`src/rtl/tdes_pkg.sv`:
```
// tdes_pkg: command codes, sequencer states and block type for the 3DES host sequencer.
package tdes_pkg;
  localparam logic [2:0] KEY1 = 3'b010;
  localparam logic [2:0] KEY2 = 3'b011;
  localparam logic [2:0] ENC  = 3'b001;
  localparam logic [2:0] DEC  = 3'b000;
  typedef enum logic [2:0] {IDLE, KEY_CMD, BLK_CMD, WAIT_RES, HOLD_OUT} state_e;
  typedef logic [63:0] block_t;
endpackage

```
`src/rtl/tdes_out_buf.sv`:
```
// tdes_out_buf: one-entry result register with valid/ready handshake.
module tdes_out_buf
  import tdes_pkg::*;
(
  input  logic   clk,
  input  logic   n_rst,
  input  logic   load,
  input  block_t load_data,
  input  logic   out_ready,
  output logic   out_valid,
  output block_t out_data
);
  logic   valid_q, valid_d;
  block_t data_q, data_d;
  always_comb begin
    valid_d = load | (valid_q & ~out_ready);
    data_d  = load ? load_data : data_q;
  end
  always_ff @(posedge clk or negedge n_rst)
    if (!n_rst) begin
      valid_q <= 1'b0;
      data_q  <= '0;
    end else begin
      valid_q <= valid_d;
      data_q  <= data_d;
    end
  assign out_valid = valid_q;
  assign out_data  = data_q;
endmodule

```
`src/rtl/tdes_host_sequencer.sv`:
```
// tdes_host_sequencer: sole master of the 3DES command port; loads keys, issues blocks, returns results.
// Optional engine-response watchdog with sticky err_timeout when TDES_SEQ_TIMEOUT_EN is defined.
module tdes_host_sequencer
  import tdes_pkg::*;
#(
  parameter int CNT_W          = 16,
  parameter int TIMEOUT_CYCLES = 64
) (
  input  logic             clk,
  input  logic             n_rst,
  input  logic             key_valid,
  input  logic             key_sel,
  input  logic [63:0]      key_data,
  output logic             key_ready,
  input  logic             in_valid,
  input  logic             in_decrypt,
  input  logic [63:0]      in_data,
  output logic             in_ready,
  output logic             out_valid,
  output logic [63:0]      out_data,
  input  logic             out_ready,
  output logic             des_enable,
  output logic [2:0]       des_mode,
  output logic [63:0]      des_data_in,
  input  logic             des_data_ready,
  input  logic [63:0]      des_data_out,
  output logic [1:0]       keys_loaded,
`ifdef TDES_SEQ_TIMEOUT_EN
  output logic             err_timeout,
`endif
  output logic [CNT_W-1:0] blk_count,
  output logic             busy
);
  state_e             state_q, state_d;
  logic               key_sel_q, key_sel_d;
  logic               dec_q, dec_d;
  block_t             data_q, data_d;
  logic [1:0]         keys_q, keys_d;
  logic [CNT_W-1:0]   cnt_q, cnt_d;
  logic               res_load, tmo_fire;
  block_t             res_data;

  // combinational outputs are forced low while reset is held
  assign key_ready   = n_rst && state_q == IDLE;
  assign in_ready    = key_ready && keys_q == 2'b11 && !out_valid && !key_valid;
  assign des_enable  = state_q == KEY_CMD || state_q == BLK_CMD;
  assign des_mode    = !n_rst ? DEC : state_q == IDLE ? KEY1 :
                       state_q == KEY_CMD ? (key_sel_q ? KEY2 : KEY1) : (dec_q ? DEC : ENC);
  assign des_data_in = data_q;
  assign keys_loaded = keys_q;
  assign blk_count   = cnt_q;
  assign busy        = state_q != IDLE;

  always_comb begin
    state_d   = state_q;
    key_sel_d = key_sel_q;
    dec_d     = dec_q;
    data_d    = data_q;
    keys_d    = keys_q;
    cnt_d     = cnt_q;
    res_load  = 1'b0;
    res_data  = des_data_out;
    case (state_q)
      IDLE:
        if (key_valid) begin
          key_sel_d = key_sel;
          data_d    = key_data;
          state_d   = KEY_CMD;
        end else if (in_valid && in_ready) begin
          dec_d   = in_decrypt;
          data_d  = in_data;
          state_d = BLK_CMD;
        end
      KEY_CMD: begin
        keys_d[key_sel_q] = 1'b1;
        state_d           = IDLE;
      end
      BLK_CMD: state_d = WAIT_RES;
      WAIT_RES:
        if (des_data_ready || tmo_fire) begin
          res_load = 1'b1;
          res_data = des_data_ready ? des_data_out : '0;
          cnt_d    = cnt_q + CNT_W'(des_data_ready);
          state_d  = out_ready ? IDLE : HOLD_OUT;
        end
      HOLD_OUT: state_d = (out_valid && out_ready) ? IDLE : HOLD_OUT;
      default:  state_d = IDLE;
    endcase
  end

  always_ff @(posedge clk or negedge n_rst)
    if (!n_rst) begin
      state_q   <= IDLE;
      key_sel_q <= 1'b0;
      dec_q     <= 1'b0;
      data_q    <= '0;
      keys_q    <= '0;
      cnt_q     <= '0;
    end else begin
      state_q   <= state_d;
      key_sel_q <= key_sel_d;
      dec_q     <= dec_d;
      data_q    <= data_d;
      keys_q    <= keys_d;
      cnt_q     <= cnt_d;
    end

`ifdef TDES_SEQ_TIMEOUT_EN
  localparam int TW = $clog2(TIMEOUT_CYCLES + 1);
  logic [TW-1:0] tmo_q, tmo_d;
  logic          err_q, err_d;
  assign tmo_fire = state_q == WAIT_RES && !des_data_ready && tmo_q == TW'(TIMEOUT_CYCLES - 1);
  always_comb begin
    tmo_d = state_q == WAIT_RES ? tmo_q + TW'(1) : '0;
    err_d = err_q | tmo_fire;
  end
  always_ff @(posedge clk or negedge n_rst)
    if (!n_rst) begin
      tmo_q <= '0;
      err_q <= 1'b0;
    end else begin
      tmo_q <= tmo_d;
      err_q <= err_d;
    end
  assign err_timeout = err_q;
`else
  assign tmo_fire = 1'b0 & (TIMEOUT_CYCLES != 0);
`endif

  tdes_out_buf u_out_buf (
    .clk       (clk),
    .n_rst     (n_rst),
    .load      (res_load),
    .load_data (res_data),
    .out_ready (out_ready),
    .out_valid (out_valid),
    .out_data  (out_data)
  );
endmodule

```
`config.mk`:
```
export PLATFORM = sky130hd
export DESIGN_NAME = tdes_host_sequencer
export DESIGN_NICKNAME = d
export VERILOG_FILES = /design/src/rtl/tdes_pkg.sv /design/src/rtl/tdes_out_buf.sv /design/src/rtl/tdes_host_sequencer.sv
export SDC_FILE = /design/constraint.sdc
export NUM_CORES = 1
export LEC_CHECK = 0
export ABC_AREA = 1
export CELL_PAD_IN_SITES_DETAIL_PLACEMENT = 1
export CELL_PAD_IN_SITES_GLOBAL_PLACEMENT = 1
export CORE_MARGIN = 2
export CORE_UTILIZATION = 29
export DETAILED_ROUTE_END_ITERATION = 16
export GPL_TIMING_DRIVEN = 0
export PLACE_DENSITY_LB_ADDON = 0.1
export SYNTH_ARGS = -nofsm -noshare
export SYNTH_HDL_FRONTEND = slang
export SYNTH_SLANG_ARGS = --single-unit
```
`constraint.sdc`:
```
create_clock -name clk -period 2.05 [get_ports clk]
set_input_delay 0.205 -clock clk [delete_from_list [all_inputs] [get_ports clk]]
set_output_delay 0.205 -clock clk [all_outputs]
set_load 0.02 [all_outputs]
```
== Word level (Yosys, flattened, before mapping) ==
Index checks and enable logic that the tools add are counted.

* Flip-flop bits (word level): 152
* Bits of input ports: 200
* Output and inout port bits: 154
* Word-level logic and storage cells: 58

* $add $sub $neg: 1
* Magnitude comparators: 2
* Equality and inequality tests: 7
* Muxes and demuxes: 17
* Bitwise gates (word level): 5
* Reductions and logical operators: 18

{| class="wikitable"
|+ Operator list
! operator !! number
|-
| 64-bit two-way mux || 2
|-
| 16-bit by 1-bit adder with 16-bit output || 1
|-
| 3-bit two-way mux || 5
|-
| 3-bit one-hot mux with 4 select lines || 1
|-
| 2-bit AND reduction || 4
|-
| 1-bit logical AND || 7
|-
| 3-bit by 2-bit equality test with 1-bit output (second input constant) || 2
|-
| 2-bit two-way mux || 3
|-
| 1-bit two-way mux || 5
|-
| 3-bit by 1-bit equality test with 1-bit output (second input constant) || 1
|-
| 3-bit equality test (second input constant) || 1
|-
| 3-bit zero test || 1
|-
| 3-bit by 2-bit inequality test with 1-bit output (second input constant) || 1
|-
| 3-bit AND reduction || 1
|-
| 3-bit nonzero test || 1
|-
| 2-bit equality test (second input constant) || 1
|-
| 1-bit zero test || 2
|-
| 1-bit by 2-bit less-than comparator with 1-bit output (second input constant) || 1
|-
| 2-bit inequality test (second input constant) || 1
|-
| 1-bit inverter || 2
|-
| 2-bit bitwise OR || 1
|-
| 2-bit nonzero test || 1
|-
| 1-bit AND || 1
|-
| 1-bit demux with 1-bit select || 1
|-
| 3 further kinds || 3
|}

== Logic depth before layout (Yosys ltp) ==
Gate-level depths: netlist of run 1.

* Depth in word-level cells: 9
* Gate-level depth with buffers: 9
* Gate-level depth less buffers: 9

== Hierarchy ==
A second synthesis of run 1 with hierarchy kept.

* Cell total of the unflattened synthesis: 793
* Area, all modules: 7,095.6 µm²

{| class="wikitable"
|+ Modules (own cells, without submodules)
! module !! instances !! cells each !! area an instance (µm²) !! seq. area each (µm²)
|-
| tdes_host_sequencer || 1 || 518 || 4,578.1 || 2,177.1
|-
| tdes_out_buf || 1 || 275 || 2,517.4 || 1,626.6
|}

== Worst setup path after synthesis of run 1 ==
No wires, ideal clock.

* Path type: flip-flop to flip-flop
* Start: register cnt_q[0] (netlist: blk_count[0])
* End: register cnt_q[12] (netlist: blk_count[12])
* Setup time: 117 ps
* Data arrival time: 1,516 ps
* Data required time: 1,933 ps
* Path slack: 417 ps
* Cell stages (with the launch flop): 10
* Buffers on the path: 0
* Clock period less this slack: 1,633 ps
* Path through: dfrtp_1 -> ha_1 -> ha_1 -> nand3_1 -> nor2_1 -> nand2_1 -> nor2_1 -> nand2_1 -> nand2_1 -> nand2_1

* Longest elaborated chain between the ends: 1

{| class="wikitable"
|+ Ends and longest elaborated chain
! item !! RTL line !! source
|-
| from (decl) || tdes_host_sequencer.sv:39 || <nowiki>logic [CNT_W-1:0] cnt_q, cnt_d;</nowiki>
|-
| from (signal assigned) || tdes_host_sequencer.sv:105 || <nowiki>cnt_q <= cnt_d;</nowiki>
|-
| 16-bit by 1-bit adder with 16-bit output || tdes_host_sequencer.sv:83 || <nowiki>cnt_d = cnt_q + CNT_W'(des_data_ready);</nowiki>
|}

No other way between the ends.
A chain may end at the register's enable or synchronous reset.

== Final worst setup path of run 1 ==
* Start: register state_q[1]
* End: output port des_mode[1]

* Longest elaborated chain between the ends: 4
* Elaborated cells between the ends (all ways): 5
* Those cells by class: 1 x eq/ne; 3 x mux; 1 x reduce/logical

{| class="wikitable"
|+ Ends and longest elaborated chain
! item !! RTL line !! source
|-
| from (decl) || tdes_host_sequencer.sv:34 || <nowiki>state_e state_q, state_d;</nowiki>
|-
| from (signal assigned) || tdes_host_sequencer.sv:100 || <nowiki>state_q <= state_d;</nowiki>
|-
| 3-bit by 1-bit equality test with 1-bit output || tdes_host_sequencer.sv:48 || <nowiki>state_q == KEY_CMD ? (key_sel_q ? KEY2 : KEY1) : (dec_q ? DEC : ENC);</nowiki>
|-
| 2-bit two-way mux || tdes_host_sequencer.sv:48 ||
|-
| 2-bit two-way mux (*) (2 in a row) || tdes_host_sequencer.sv:47 || <nowiki>assign des_mode = !n_rst ? DEC : state_q == IDLE ? KEY1 :</nowiki>
|-
| to (decl) || tdes_host_sequencer.sv:23 || <nowiki>output logic [2:0] des_mode,</nowiki>
|}

Mark *: on every way between the ends. The rest lies on a longest branch, timed or not.

==> results of run 1 <==
-- power breakdown --
group	leakage, nW	switching [mW]	internal [mW]
Combinational	3.22	4.07	3.37
Sequential	1.90	0.736	4.27
Clock	0.273	1.40	1.70
Total	5.40	6.20	9.33
-- worst max-delay path, delay by kind of cell (launching register included) --
kind | cells | cell delay (ps)
buffers and inverters | 1 | 660
flip-flops | 1 | 450
AND/OR/NAND/NOR | 1 | 210
-- per-layer routing --
layer | vias up | track usage, % | wire length (um)
met5 | - | 0 | 13
met4 | 2 | 4.34 | 203
met3 | 19 | 9.27 | 2520
met2 | 241 | 35.8 | 12600
met1 | 3192 | 23.6 | 10300
li1 | 3230 | - | -
-- area by class of cell --
cell class / instances / area [um2] / share of cell area, %
sequential: 152 / 3800 / 33.0
clock inverter: 15 / 144 / 1.25
tap: 319 / 399 / 3.47
timing repair buffer: 353 / 3550 / 30.9
multi-input combinational: 567 / 2850 / 24.8
clock buffer: 17 / 425 / 3.69
buffer: 43 / 240 / 2.09
inverter: 25 / 93.8 / 0.815
-- through the flow --
step,setup TNS [ps],cells
final,0,1491
after detailed placement,-1680,1459
after floorplan,0,787
after CTS,-13.3,1491
after global placement,-1361420,1458
after global routing,-0.561,1491
-- final timing paths --
kind,slack (ps),depth (start not counted),end
setup / recovery,100,2,des_mode[1]
hold / removal,-290,1,blk_count[15]$_DFFE_PN0P_
setup reg to reg,290,9,blk_count[12]$_DFFE_PN0P_
hold reg to reg,470,2,u_out_buf.out_data[14]$_DFFE_PN0P_
max in group asynchronous,1490,2,des_data_in[18]$_DFFE_PN0P_
min in group clk,310,3,u_out_buf.out_data[37]$_DFFE_PN0P_
-- cell usage after synthesis, types with 2 or more instances --
master | n | share of area (%)
xor2_1 | 3 | 0.38
o21ai_0 | 2 | 0.14
inv_1 | 24 | 1.3
buf_4 | 7 | 0.75
dfrtp_1 | 152 | 54
clkbuf_1 | 12 | 0.65
nor2_1 | 18 | 0.97
nand2_1 | 374 | 20
mux2_2 | 64 | 10
buf_1 | 2 | 0.11
xnor2_1 | 6 | 0.75
ha_1 | 2 | 0.36
buf_2 | 18 | 1.3
nand3_2 | 2 | 0.29
nand4_1 | 4 | 0.36
nand3_1 | 76 | 5.4
buf_6 | 4 | 0.65
nor3_1 | 3 | 0.22
-- logic make-up (layout without fill, tap and decap cells) --
logic type / after synthesis / in the layout / share of synthesized area, %
AND/OR/NAND/NOR: 484 / 484 / 28.2
other: 1 / 1 / 0.0537
buffers and inverters: 68 / 453 / 4.79
multiplexers: 64 / 64 / 10.3
flip-flops: 152 / 152 / 54.5
AO/OA/AOI/OAI: 7 / 7 / 0.610
adder cells (fa/ha/maj): 2 / 2 / 0.358
XOR/XNOR: 9 / 9 / 1.13
-- state kept, by name, indices dropped and copies added, names as in the netlist --
register and count:
dec_q 1, u_out_buf.out_valid 1, state_q 3, u_out_buf.out_data 64
keys_loaded 2, key_sel_q 1, des_data_in 64, blk_count 16
-- repair_timing --
item                                   4_1_cts  5_1_grt
endpoints found under the hold margin       67       67
pin swaps                                    0        0
setup endpoints to repair                    4        5
gates resized for setup                      9        6
==> impl_metrics.py, run 1 <==
metrics = {
    "status": {
        "status": "finished with violations",
        "violations": "hold timing",
    },
    "worst_setup_path": {
        "path_max_fanout": 5,
        "critPathKind": "register to output pin",
        "crit_path_cell_trace": "nor3_1 > clkdlybuf4s50_1",
        "r2r_start": "blk_count[0]$_DFFE_PN0P_",
        "slowest_stage": "clkdlybuf4s50_1",
        "cp-start-kind": "register",
        "slowest_delay_ps": 660,
        "crit_required_ps": 1850,
        "crit_start": "state_q[1]$_DFFE_PN0P_",
        "crit_path_end_kind": "output pin",
        "critPathArrivalTime_ps": 1740,
    },
    "detailed_routing": {
        "first_iter_violations": 266,
        "finalWirelength_um": 25700,
        "firstDrtPassIters": 4,
        "wl_per_cell_um": 17.2,
        "drc": 0,
        "routed_via_density": 4.48,
        "vias": 6684,
        "detail-route-antenna-nets": 0,
    },
    "logic_synthesis": {
        "synthArstFlopShare_pct": 100,
        "synth_warnings": 0,
        "synth.net_count": 989,
        "synthCells": 787,
        "seq_area_frac_synth_pct": 54.5,
        "avgSynthCellArea_um2": 8.87,
        "synth-edff-count": 0,
        "ys_seq_elements": 152,
        "synth_ff_type": "dfrtp_1",
        "synth_area_mm2": 0.00698,
        "yosysUniqueCellTypes": 32,
    },
    "placed_design": {
        "place_area_mm2": 0.0109,
        "gp_congestion": 0.778,
        "io_buffers": 352,
        "hpwl_um": 19900,
        "pre_cts_ws_ps": -235,
    },
    "sta": {
        "hold_violations": 67,
        "clock.fmax_mhz": 513,
        "finalSetupViolations": 0,
        "relSlewSlack_pct": 52.9,
        "tightest_slew_ps": 707,
        "clock_skew_ps": 10.8,
        "fin_crit_ps": 1950,
        "holdWs_ps": -287,
        "fin_ws_ps": 101,
        "period_share_pct": 95.1,
        "drv_slew": 0,
    },
    "floorplanning": {
        "die_h_um": 159,
        "die-area_mm2": 0.0253,
        "pin_count": 354,
        "core_mm2": 0.0235,
        "dieWidth_um": 159,
        "row_count": 56,
        "initial_utilization_pct": 29.6,
    },
    "cells_and_area": {
        "final_common_cell": "nand2_1",
        "area_growth_pct": 65.0,
        "nFillCells": 2800,
        "final_util_pct": 48.9,
        "stdcell_area_mm2": 0.0115,
        "nNetsFinal": 1361,
        "mostFrequentLayoutCells": "374 x nand2_1, 346 x clkdlybuf4s50_1, 151 x dfrtp_1",
        "n_antenna_cell": 0,
        "drive_above_1_share_pct": 11.9,
    },
    "clocking": {
        "clkLatencyLatePin_ps": 430,
        "clockBufferDepth": 2,
        "cts_made_buffers": 17,
        "ctsRootBufferMaster": "clkbuf_16",
        "cts_max_level": 4,
        "clock_sinks": 152,
        "cts_tree": "done",
        "cts_setup_buffers": 0,
        "clkTransAtPathRegs_ps": 70,
    },
    "power_and_ir_drop": {
        "leakagePower_nw": 5.40,
        "vdd_drop_max_mv": 0.692,
        "power.total_mw": 15.5,
        "power.density_mw_per_mm2": 1350,
    },
    "global_routing": {
        "grt_max_degree": 86,
        "grt_use_total_pct": 20.7,
        "grt_pass1_vias": 7039,
        "grt_pass1_wl_um": 41000,
        "grt_overflow": 0,
        "antenna_found_initial": 1,
    },
    "min_path": {
        "hold_path.class": "primary input to async pin",
    },
    "flow_run": {
        "max_cap_viol_count": 0,
    },
}
Note: power is estimated with default switching activity, not from simulation.
==> inputs of run 2 (changes only) <==
==> constraint.sdc (replaced) <==
create_clock -name clk -period 2 [get_ports clk]
set_input_delay 0.2 -clock clk [delete_from_list [all_inputs] [get_ports clk]]
set_output_delay 0.2 -clock clk [all_outputs]
set_load 0.02 [all_outputs]
==> impl_metrics.py, run 2 (synthesized netlist as in run 1, its figures left out) <==
metrics = {
    "global_routing": {
        "grt_max_degree": 86,
        "antenna_found_initial": 1,
        "grt_pass1_wl_um": 41000,
        "grt_use_total_pct": 20.7,
        "grt_pass1_vias": 7041,
        "grt_overflow": 0,
    },
    "sta": {
        "hold_violations": 67,
        "clock_skew_ps": 12.0,
        "holdWs_ps": -350,
        "rsz0062_at_grt": "no",
        "fin_ws_ps": 89.6,
        "finalSetupViolations": 0,
        "fin_crit_ps": 1910,
        "fin_setup_tns_ps": 0,
        "drv_slew": 0,
        "tightest_slew_ps": 680,
        "period_share_pct": 95.5,
        "clock.fmax_mhz": 523,
        "relSlewSlack_pct": 54.7,
    },
    "min_path": {
        "hold_path.class": "primary input to async pin",
    },
    "clocking": {
        "cts_tree": "done",
        "clkTransAtPathRegs_ps": 70,
        "clockBufferDepth": 2,
        "cts_setup_buffers": 0,
        "clkLatencyLatePin_ps": 430,
        "cts_made_buffers": 17,
        "ctsRootBufferMaster": "clkbuf_16",
        "cts_max_level": 4,
        "clock_sinks": 152,
    },
    "worst_setup_path": {
        "worst_path_most_repeated_cell": "nor2_4",
        "slowest_stage": "dfrtp_1",
        "path_max_fanout": 5,
        "critPathArrivalTime_ps": 1710,
        "crit_required_ps": 1800,
        "cp-start-kind": "register",
        "crit_path_cell_trace": "nor2_4 > nand2_2 > nor2_4 > dlygate4sd2_1",
        "critPathKind": "register to output pin",
        "slowest_delay_ps": 450,
        "crit_path_end_kind": "output pin",
    },
    "placed_design": {
        "gp_congestion": 0.778,
        "pre_cts_ws_ps": -275,
        "hpwl_um": 19900,
        "placed_cells": 1459,
        "io_buffers": 352,
    },
    "cells_and_area": {
        "final_common_cell": "nand2_1",
        "nFillCells": 2803,
        "instances_no_fill": 1491,
        "ff_latch_area_mm2": 0.00380,
        "drive_above_1_share_pct": 12.0,
        "multiInputGateArea_mm2": 0.00286,
        "nNetsFinal": 1361,
        "mostFrequentLayoutCells": "374 x nand2_1, 345 x clkdlybuf4s50_1, 151 x dfrtp_1",
        "area_growth_pct": 65.0,
        "n_antenna_cell": 0,
    },
    "detailed_routing": {
        "detail-route-antenna-nets": 0,
        "drc": 0,
        "firstDrtPassIters": 4,
        "routed_via_density": 4.48,
        "finalWirelength_um": 25700,
        "vias": 6674,
        "wl_per_cell_um": 17.2,
        "first_iter_violations": 259,
    },
    "flow_run": {
        "max_cap_viol_count": 0,
    },
    "power_and_ir_drop": {
        "vdd_drop_max_mv": 0.709,
        "leakagePower_nw": 5.41,
        "power.total_mw": 15.9,
        "power.density_mw_per_mm2": 1380,
    },
    "floorplanning": {
        "core_mm2": 0.0235,
        "row_count": 56,
        "die-area_mm2": 0.0253,
        "die_h_um": 159,
        "dieWidth_um": 159,
        "initial_utilization_pct": 29.6,
        "pin_count": 354,
    },
    "status": {
        "violations": "hold timing",
        "status": "finished with violations",
    },
}
## run 2: changes by cell type in the layout (fill, tap and decap cells not counted), sizes merged
cell | previous run | this run
clkdlybuf4s50 | 346 | 345
dlygate4sd2 | 2 | 3
clkdlybuf4s15 | 1 | 0
buf | 34 | 35
## run 2: cell type report
type                    count  share of cell area (%)
plain buffers              43                    2.09
clock buffers              17                    3.69
clock inverters            15                    1.25
inverters                  25                   0.815
multi-input cells         567                    24.8
flip-flops and latches    152                    33.0
well taps                 319                    3.47
repair buffers            353                    30.8
## run 2: layer usage
layer | GRT usage (%) | share of wire (%) | vias to the layer above
met5 | 0 | 0.070 | -
met4 | 4.34 | 0.75 | 2
met3 | 9.27 | 9.8 | 18
met2 | 35.8 | 49 | 247
met1 | 23.6 | 40 | 3177
li1 | - | - | 3230
## run 2: report_power, final
group	internal [mW]	leakage [nW]	switching (mW)
clock network	1.74	0.273	1.43
registers	4.38	1.90	0.757
logic	3.45	3.23	4.17
## run 2: repair_timing
action | CTS | global route
setup endpoints to repair | 5 | 5
resized for setup | 13 | 8
pin swaps | 0 | 0
gates cloned | 0 | 0
endpoints found under the hold margin | 67 | 67
## run 2: worst paths after layout
kind                                                          from                                 end  slack (ps)  depth (start not counted)
worst min-delay path                                         n_rst           blk_count[15]$_DFFE_PN0P_        -350                          1
worst max register to register            blk_count[0]$_DFFE_PN0P_           blk_count[12]$_DFFE_PN0P_         240                          9
min in group clk                                  des_data_out[37]  u_out_buf.out_data[37]$_DFFE_PN0P_         300                          3
worst min register to register  u_out_buf.out_data[14]$_DFFE_PN0P_  u_out_buf.out_data[14]$_DFFE_PN0P_         470                          2
max in group asynchronous                                    n_rst         des_data_in[18]$_DFFE_PN0P_        1560                          2
worst max-delay path                        state_q[1]$_DFFE_PN0P_                           key_ready          90                          4
## run 2: critical path: cells and delay by family (launching register included)
family	cells	cell delay [ps]
flip-flops	1	450
buffers and inverters	1	420
AND/OR/NAND/NOR	3	410
## run 2: stage by stage
stage          utilization, %  instance area (um2)
2_1_floorplan               -                 6980
3_3_place_gp             46.3                10900
3_5_place_dp             46.4                10900
4_1_cts                  48.9                11500
5_1_grt                  48.9                11500
6_report                 48.9                11500
==> inputs of run 3 (changes only) <==
--- a/config.mk
+++ b/config.mk
@@ -8,9 +8,11 @@
 export ABC_AREA = 1
 export CELL_PAD_IN_SITES_DETAIL_PLACEMENT = 1
 export CELL_PAD_IN_SITES_GLOBAL_PLACEMENT = 1
-export CORE_MARGIN = 2
-export CORE_UTILIZATION = 29
+export CORE_AREA = 2 2 136 138
+export CTS_CLUSTER_SIZE = 10
 export DETAILED_ROUTE_END_ITERATION = 16
+export DIE_AREA = 0 0 138 140
+export DONT_BUFFER_PORTS = 1
 export GPL_TIMING_DRIVEN = 0
 export PLACE_DENSITY_LB_ADDON = 0.1
 export SYNTH_ARGS = -nofsm -noshare
==> impl_metrics.py, run 3 (synthesized netlist as in run 1, its figures left out) <==
metrics = {
    "global_routing": {
        "grt_max_degree": 154,
        "antenna_found_initial": 0,
        "grt_use_total_pct": 23.9,
        "grt_pass1_vias": 6400,
        "grt_pass1_wl_um": 36300,
        "grt_overflow": 0,
    },
    "clocking": {
        "cts_tree": "done",
        "clock_sinks": 152,
        "ctsHoldBuffers": 67,
        "clkLatencyLatePin_ps": 420,
        "clockBufferDepth": 2,
        "cts_max_level": 4,
        "clkTransAtPathRegs_ps": 60,
        "ctsRootBufferMaster": "clkbuf_16",
        "cts_setup_buffers": 0,
        "cts_made_buffers": 17,
    },
    "cells_and_area": {
        "nNetsFinal": 1075,
        "mostFrequentLayoutCells": "374 x nand2_1, 151 x dfrtp_1, 76 x nand3_1",
        "ff_latch_area_mm2": 0.00380,
        "area_growth_pct": 23.0,
        "final_util_pct": 48.3,
        "multiInputGateArea_mm2": 0.00287,
        "drive_above_1_share_pct": 15.3,
        "final_common_cell": "nand2_1",
        "n_antenna_cell": 0,
        "instances_no_fill": 1115,
        "nFillCells": 2024,
    },
    "worst_setup_path": {
        "critPathArrivalTime_ps": 1690,
        "cp-start-kind": "register",
        "slowest_stage": "dfrtp_1",
        "path_max_fanout": 6,
        "crit_path_cell_trace": "inv_1 > nand2_4 > nor2_4 > and2_4",
        "crit_required_ps": 1800,
        "crit_path_end_kind": "output pin",
        "critPathKind": "register to output pin",
        "slowest_delay_ps": 460,
    },
    "sta": {
        "hold_violations": 152,
        "fin_crit_ps": 1890,
        "fin_setup_tns_ps": 0,
        "clock.fmax_mhz": 529,
        "relSlewSlack_pct": 43.3,
        "clock_skew_ps": 9.70,
        "rsz0062_at_grt": "no",
        "period_share_pct": 94.5,
        "finalSetupViolations": 0,
        "tightest_slew_ps": 851,
        "drv_slew": 0,
        "holdWs_ps": -529,
    },
    "power_and_ir_drop": {
        "power.density_mw_per_mm2": 1570,
        "vdd_drop_max_mv": 0.689,
        "power.total_mw": 13.5,
        "leakagePower_nw": 4.33,
    },
    "flow_run": {
        "max_cap_viol_count": 0,
    },
    "detailed_routing": {
        "vias": 5763,
        "first_iter_violations": 200,
        "finalWirelength_um": 23100,
        "detail-route-antenna-nets": 0,
        "routed_via_density": 5.17,
        "drc": 0,
        "firstDrtPassIters": 4,
        "wl_per_cell_um": 20.7,
    },
    "placed_design": {
        "gp_congestion": 0.807,
        "hpwl_um": 16400,
        "io_buffers": 0,
        "placed_cells": 1016,
    },
    "floorplanning": {
        "initial_utilization_pct": 39.3,
        "row_count": 49,
        "pin_count": 354,
        "core_mm2": 0.0178,
        "die-area_mm2": 0.0193,
        "die_h_um": 140,
        "dieWidth_um": 138,
    },
    "status": {
        "status": "finished with violations",
        "violations": "hold timing",
    },
    "min_path": {
        "hold_path.class": "primary input to async pin",
    },
}
-- run 3: changes by cell type in the layout (fill, tap and decap cells not counted), moves of 2 or more --
cell / delta
clkdlybuf4s50_1: -345
clkbuf_8: +3
dlygate4sd3_1: +67
dlygate4sd2_1: -3
inv_6: -4
bufinv_16: +2
clkinvlp_4: -2
-- run 3: per-layer routing --
metal | up-vias | global-route usage, % | wire (um)
met2 | 245 | 44.3 | 12400
met3 | 40 | 8.62 | 1780
li1 | 2660 | - | -
met5 | - | 0 | 0
met1 | 2818 | 25.5 | 8380
met4 | 0 | 7.25 | 476
-- run 3: worst paths after layout --
check                                        from                                 to  slack (ps)  cells past startpoint
max reg2reg                state_q[2]$_DFFE_PN0P_         des_data_in[8]$_DFFE_PN0P_         140                      8
min reg2reg                 key_sel_q$_DFFE_PN0P_         keys_loaded[0]$_DFFE_PN0P_         560                      3
min in group clk                      in_data[59]        des_data_in[59]$_DFFE_PN0P_          20                      3
min                                         n_rst  u_out_buf.out_data[4]$_DFFE_PN0P_        -530                      0
max                        state_q[2]$_DFFE_PN0P_                           in_ready         110                      4
max in group asynchronous                   n_rst        des_data_in[16]$_DFFE_PN0P_        2320                      0
-- run 3: where the power goes --
| part | switching [mW] | internal, mW |
|---|---|---|
| clock network | 1.33 | 2.07 |
| logic | 1.82 | 1.13 |
| registers | 2.76 | 4.36 |
-- run 3: repair_timing --
action	in CTS	in global routing
gates cloned	0	0
setup endpoints to repair	3	56
endpoints found under the hold margin	219	152
gates resized for setup	5	5
pin swaps	1	0
-- run 3: through the flow --
stage	hold slack, ps	area, um2	setup WS (ps)
floorplan	-95.6	6980	367
global placement	-92.8	7270	27.9
detailed placement	-93.4	7270	21.0
CTS	-548	8570	24.5
global route	-557	8580	18.9
finish	-529	8580	109
-- run 3: critical path: cells and delay by family (launching register included) --
family | cells | cell delay [ps]
buffers and inverters | 1 | 190
and+or+nand+nor | 3 | 620
DFF | 1 | 460
-- run 3: area by class of cell --
type | count | area share, %
Timing Repair Buffer | 67 | 7.81
Clock buffer | 22 | 5.52
Buffer | 43 | 2.81
Clock inverter | 10 | 1.66
Inverter | 25 | 1.09
Sequential cell | 152 | 44.3
Multi-Input combinational cell | 567 | 33.4
Tap cell | 229 | 3.34
